==> src/rtl/alu_issue_ctrl.sv <==
// Execute-stage ALU issue controller: decodes one RV32I instruction per handshake,
// drives the external combinational ALU, registers its result and resolves branches.
module alu_issue_ctrl #(
  parameter int XLEN = 32
) (
  input  logic            clk,
  input  logic            rst,
  input  logic            in_valid,
  output logic            in_ready,
  input  logic [6:0]      opcode,
  input  logic [2:0]      funct3,
  input  logic            funct7_5,
  input  logic [XLEN-1:0] rs1_data,
  input  logic [XLEN-1:0] rs2_data,
  input  logic [XLEN-1:0] imm,
  input  logic [XLEN-1:0] pc,
  output logic [XLEN-1:0] operand_a,
  output logic [XLEN-1:0] operand_b,
  output logic [3:0]      alu_control,
  input  logic [XLEN-1:0] alu_result,
  input  logic            zero,
  output logic            out_valid,
  input  logic            out_ready,
  output logic [XLEN-1:0] out_result,
  output logic            out_branch_taken,
  output logic            out_illegal
);

  localparam logic [3:0] ALU_ADD  = 4'b0000, ALU_SUB = 4'b0001, ALU_SLL = 4'b0010;
  localparam logic [3:0] ALU_SLT  = 4'b0011, ALU_SLTU = 4'b0100, ALU_XOR = 4'b0101;
  localparam logic [3:0] ALU_SRL  = 4'b0110, ALU_SRA = 4'b0111, ALU_OR = 4'b1000;
  localparam logic [3:0] ALU_AND  = 4'b1001;

  localparam logic [6:0] OP_R     = 7'b0110011, OP_I     = 7'b0010011, OP_BRANCH = 7'b1100011;
  localparam logic [6:0] OP_LUI   = 7'b0110111, OP_AUIPC = 7'b0010111;
  localparam logic [6:0] OP_LOAD  = 7'b0000011, OP_STORE = 7'b0100011;

  typedef enum logic [1:0] {IDLE, EXEC, DONE} state_e;

  state_e            state_q, state_d;
  logic [XLEN-1:0]   operand_a_q, operand_a_d, operand_b_q, operand_b_d;
  logic [3:0]        alu_control_q, alu_control_d;
  logic              illegal_q, illegal_d, is_branch_q, is_branch_d;
  logic [2:0]        br_f3_q, br_f3_d;
  logic              out_valid_q, out_valid_d, out_taken_q, out_taken_d, out_illegal_q, out_illegal_d;
  logic [XLEN-1:0]   out_result_q, out_result_d;

  logic [3:0]        dec_ctrl;
  logic [XLEN-1:0]   dec_a, dec_b;
  logic              dec_illegal, dec_branch, accept, branch_cond;

  function automatic logic [3:0] arith_ctrl(input logic [2:0] f3, input logic alt);
    case (f3)
      3'b000:  return alt ? ALU_SUB : ALU_ADD;
      3'b001:  return ALU_SLL;
      3'b010:  return ALU_SLT;
      3'b011:  return ALU_SLTU;
      3'b100:  return ALU_XOR;
      3'b101:  return alt ? ALU_SRA : ALU_SRL;
      3'b110:  return ALU_OR;
      default: return ALU_AND;
    endcase
  endfunction

  // NOTE: every signal written in an always_comb gets a default first, so no latch is inferred.
  always_comb begin
    dec_ctrl    = ALU_ADD;
    dec_a       = '0;
    dec_b       = '0;
    dec_illegal = 1'b0;
    dec_branch  = 1'b0;
    case (opcode)
      OP_R: begin
        dec_a    = rs1_data;
        dec_b    = rs2_data;
        dec_ctrl = arith_ctrl(funct3, funct7_5);
      end
      OP_I: begin
        // Only the shift-right pair uses funct7_5; ADDI never becomes SUB.
        dec_a    = rs1_data;
        dec_b    = imm;
        dec_ctrl = arith_ctrl(funct3, funct7_5 & (funct3 == 3'b101));
      end
      OP_BRANCH: begin
        dec_a      = rs1_data;
        dec_b      = rs2_data;
        dec_branch = 1'b1;
        case (funct3)
          3'b000, 3'b001: dec_ctrl = ALU_SUB;
          3'b100, 3'b101: dec_ctrl = ALU_SLT;
          3'b110, 3'b111: dec_ctrl = ALU_SLTU;
          default:        dec_illegal = 1'b1;
        endcase
      end
      OP_LUI:            dec_b = imm;
      OP_AUIPC: begin
        dec_a = pc;
        dec_b = imm;
      end
      OP_LOAD, OP_STORE: begin
        dec_a = rs1_data;
        dec_b = imm;
      end
      default:           dec_illegal = 1'b1;
    endcase
    if (dec_illegal) begin
      dec_a      = '0;
      dec_b      = '0;
      dec_ctrl   = ALU_ADD;
      dec_branch = 1'b0;
    end
  end

  assign in_ready = !rst && ((state_q == IDLE) || ((state_q == DONE) && out_ready));
  assign accept   = in_valid && in_ready;

  always_comb begin
    branch_cond = 1'b0;
    case (br_f3_q)
      3'b000:         branch_cond = zero;
      3'b001:         branch_cond = !zero;
      3'b100, 3'b110: branch_cond = alu_result[0];
      3'b101, 3'b111: branch_cond = !alu_result[0];
      default:        branch_cond = 1'b0;
    endcase
  end

  always_comb begin
    state_d       = state_q;
    operand_a_d   = operand_a_q;
    operand_b_d   = operand_b_q;
    alu_control_d = alu_control_q;
    illegal_d     = illegal_q;
    is_branch_d   = is_branch_q;
    br_f3_d       = br_f3_q;
    out_valid_d   = out_valid_q;
    out_result_d  = out_result_q;
    out_taken_d   = out_taken_q;
    out_illegal_d = out_illegal_q;
    case (state_q)
      IDLE: if (accept) state_d = EXEC;
      EXEC: begin
        state_d       = DONE;
        out_valid_d   = 1'b1;
        out_result_d  = illegal_q ? '0 : alu_result;
        out_taken_d   = is_branch_q && branch_cond;
        out_illegal_d = illegal_q;
      end
      DONE: if (out_ready) begin
        out_valid_d = 1'b0;
        state_d     = in_valid ? EXEC : IDLE;
      end
      default: state_d = IDLE;
    endcase
    if (accept) begin
      operand_a_d   = dec_a;
      operand_b_d   = dec_b;
      alu_control_d = dec_ctrl;
      illegal_d     = dec_illegal;
      is_branch_d   = dec_branch;
      br_f3_d       = funct3;
    end
  end

  // NOTE: sequential state is updated with non-blocking assignments only.
  always_ff @(posedge clk) begin
    if (rst) begin
      state_q       <= IDLE;
      operand_a_q   <= '0;
      operand_b_q   <= '0;
      alu_control_q <= ALU_ADD;
      illegal_q     <= 1'b0;
      is_branch_q   <= 1'b0;
      br_f3_q       <= 3'b000;
      out_valid_q   <= 1'b0;
      out_result_q  <= '0;
      out_taken_q   <= 1'b0;
      out_illegal_q <= 1'b0;
    end else begin
      state_q       <= state_d;
      operand_a_q   <= operand_a_d;
      operand_b_q   <= operand_b_d;
      alu_control_q <= alu_control_d;
      illegal_q     <= illegal_d;
      is_branch_q   <= is_branch_d;
      br_f3_q       <= br_f3_d;
      out_valid_q   <= out_valid_d;
      out_result_q  <= out_result_d;
      out_taken_q   <= out_taken_d;
      out_illegal_q <= out_illegal_d;
    end
  end

  assign operand_a        = operand_a_q;
  assign operand_b        = operand_b_q;
  assign alu_control      = alu_control_q;
  assign out_valid        = out_valid_q;
  assign out_result       = out_result_q;
  assign out_branch_taken = out_taken_q;
  assign out_illegal      = out_illegal_q;

endmodule
==> config.mk <==
export PLATFORM = sky130hd
export DESIGN_NAME = alu_issue_ctrl
export DESIGN_NICKNAME = d
export VERILOG_FILES = /design/src/rtl/alu_issue_ctrl.sv
export SDC_FILE = /design/constraint.sdc
export NUM_CORES = 1
export LEC_CHECK = 0
export BUFFER_PORTS_ARGS = -buffer_cell sky130_fd_sc_hd__buf_4
export CAP_MARGIN = 10
export CORE_AREA = 3 3 107 109
export CTS_CLUSTER_SIZE = 25
export DETAILED_ROUTE_END_ITERATION = 16
export DIE_AREA = 0 0 110 112
export PLACE_DENSITY_LB_ADDON = 0.3
export SLEW_MARGIN = 25
export SYNTH_ARGS = -nofsm -noshare
export SYNTH_HDL_FRONTEND = slang
export SYNTH_SLANG_ARGS = --single-unit
==> constraint.sdc <==
create_clock -name clk -period 3.1 [get_ports clk]
set_input_delay 0.155 -clock clk [delete_from_list [all_inputs] [get_ports clk]]
set_output_delay 0.155 -clock clk [all_outputs]
set_load 0.02 [all_outputs]
==> summary.md <==
| Metric | Value |
|---|---|
| Worst path depth | 6 |
| Synth cell count leaders | 110 x dfxtp_1, 82 x nand2_1, 67 x a22oi_1, 50 x o21ai_2, 40 x a21oi_1 |
| Startpoint Class | flop |
| Status | completed |
| Rel. slew slack | 56.2% |
| Post-CTS Hold Fix Bufs | 0 |
| Die Y | 112 microns |
| P&R area growth vs syn | 50.2% |
| CP Cell Sequence | nand2b_1, or3_1, clkinv_4, nand3_4, buf_12, o21ai_1 |
| FFs w/ async S/R, synth | 0% |
| Port Buffers | 279 |
| Max incr delay on CP | 0.46 ns |
| CTS tree | yes |
| Total GRT Usage | 22.6% |
| Syn Std Cell Area | roughly 0.0047 sq mm |
| CP top delay family | simple AND/OR/NAND/NOR gates |
| Root Driver | clkbuf_8 |
| Final WL | 14600 microns |
| Synth top area share | 47.2% |
| Min cycle time layout | roughly 2.2 ns |
| Worst-path fanout max | 37 |
| Vias in the first global route | 4630 |
| Initial antenna violation count | 0 |
| Post-synthesis sequential area ratio | 47.2% |
| Area contributors post-synth | dfxtp_1 47%, a22oi_1 11%, o21ai_2 9.4% |
| Max-cap violations | 0 |
| Synth warn | 0 |
| Fin nets | about 950 |
| Syn Nets | 702 |
| Fin worst setup slack | 0.879 ns |
| Hold Path Stages | 3 |
| Post-Place Setup Slack | a little under 0.9 ns |
| DRT Pass-1 Iters | 4 |
| Final Slew Violations | 0 |
| GP Congestion | 0.854 |
| Fmax | 450 MHz |
| Worst-skew pair later-pin latency | between 0.3 and 0.4 ns |
| First-pass GRT wire length | between 20000 and 25000 microns |
| Starting DRT DRC Count | 240 |
| Die width | between 100 and 150 microns |
| Cell Area, Placed | 0.00680 sq mm |
| Power per cell area | 389 mW/mm^2 |
| Post-synth top flop | dfxtp_1 |
| Detailed placement HPWL | 11300 microns |
| Vias per inst | 5.23 |
| Total gr overflow | 0 |
| Antenna Nets Post-Route | 0 |
| Buf/Inv on CP | 2 |
| Num CTS Buffers | 9 |
| Clk sinks | 110 |
| Peak VDD IR | 0.227 mV |
| # diodes | 0 |
| Setup bufs post-CTS | 0 |
| Post-synth EDFFs | 0 |
| Clk_skew | between 0.015 and 0.02 ns |
| R2R depth | 6 |
| Fin. Hold Viols | 0 |
| Post-cts sizing count | 0 |
| Endpoint type of the worst setup path | flop |
| WL per Instance | 15.9 microns |
| Leakage | between 2 and 3 nW |
| Bufs on Longest Clock Path | 2 |
| Hold/Removal Path Class | input port to flop |
| Post-Synthesis Cells | 526 |
| Min-Delay Startpoint | imm[13] |
| R2r startpoint | state_q[0] |
| CP required | about 3.4 ns |
| Finish-stage setup viols | 0 |
| Unrepaired setup endpoints after global routing | no |
| Rows | 38 |
| Vias post-DR | 4822 |
| Fin Setup TNS | 0 ns |
| Die area | roughly 0.012 sq mm |
| Crit. Startpoint | state_q[0] |
| Critical path's slowest cell | or3_1 |
| Final instance area | between 0.007 and 0.008 sq mm |
| Count leader, synth | dfxtp_1 |
| Final period util | 71.6% |
| Crit Path Class | flop to flop |
| Largest net degree at the start of global routing | 68 |
| Cell taking the most area after synthesis | dfxtp_1 |
| Core footprint | 0.0107 sq mm |
| Share of cells above drive strength 1 | 46.0% |
| Residual DRC count | 0 |
| H-tree levels | 3 |
| Flops & latches, synth | 110 |
| Slew @ Worst Pin | 0.657 ns |
| # IOs | 280 |
| Starting Density | 43.6% |
| Crit path DAT | 2.50 ns |
| Syn avg cell area | 8.88 sq um |
| Yosys cell types | 40 |
| Worst-path clk slew | 0.11 ns |
| Core Util, Final | 65.5% |
## layout make-up
type,count,area [sq um]
multi-input cells,366,2240
repair buffers,286,2160
clock inverters,5,67.6
inverters,4,20.0
fillers,938,3690
flip-flops and latches,110,2200
well taps,140,175
clock buffers,11,141
## report_power, final
part	total, W	internal, W	switching, W	leakage, nW
combinational	0.000390	0.000217	0.000173	1.99
sequential	0.00146	0.00144	0.0000245	0.890
clock	0.000874	0.000407	0.000467	0.106
## metal layers
metal / share of wire [%] / GRT usage (%) / wire [microns] / vias up
li1: - / - / - / 2373
met1: 37 / 24.3 / 5360 / 2233
met2: 52 / 40.4 / 7540 / 190
met3: 8.9 / 6.96 / 1300 / 26
met4: 2.9 / 8.81 / 426 / 0
met5: 0 / 0 / 0 / -
## worst min-delay path, delay by kind of cell
kind                   cells  cell delay [ns]
buffers and inverters      1             0.08
AOI/OAI and AO/OA          2             0.15
## placed cells by master, fill, tap and decap left out, types with 2 or more instances in the layout
cell type / n
nor3b_1: 32
nand2b_1: 6
nor2_1: 37
o21ai_1: 16
inv_1: 3
nand2_1: 82
buf_4: 285
a21oi_1: 40
clkbuf_8: 10
clkinv_4: 4
nor2b_1: 3
a22oi_1: 67
o31ai_1: 2
nor3_1: 4
o21ai_2: 50
dfxtp_1: 109
nand3b_1: 2
and3_1: 2
## registers in the layout, indices dropped and copies added (netlist names)
signal            cells
is_branch_q           1
state_q               2
out_valid             1
operand_a            32
alu_control           4
out_result           32
out_branch_taken      1
br_f3_q               3
illegal_q             1
operand_b            32
out_illegal           1
## worst paths after layout
kind | end | slack [ns]
worst max register to register | operand_b[10] | 0.88
worst min-delay path | operand_b[13] | 0.06
worst min register to register | operand_b[11] | 0.46
worst max-delay path | operand_b[10] | 0.88
## cell families (layout without fill, tap and decap cells)
group	Yosys count	count (layout)	share of synthesized area, %
xor gates and xnor gates	2	2	0.375
and+or+nand+nor	180	180	18.9
AOI/OAI and AO/OA	184	184	28.2
buffers and inverters	50	306	5.31
DFF	110	110	47.2
## per-stage QoR
stage	hold slack (ns)	total power [W]	cells
2_1_floorplan	0.291	0.00165	526
3_3_place_gp	0.422	0.00187	906
3_5_place_dp	0.428	0.00189	906
4_1_cts	0.0371	0.00276	922
5_1_grt	0.0447	0.00286	922
6_report	0.0604	0.00273	922
Note: power is estimated with default switching activity, not from simulation.
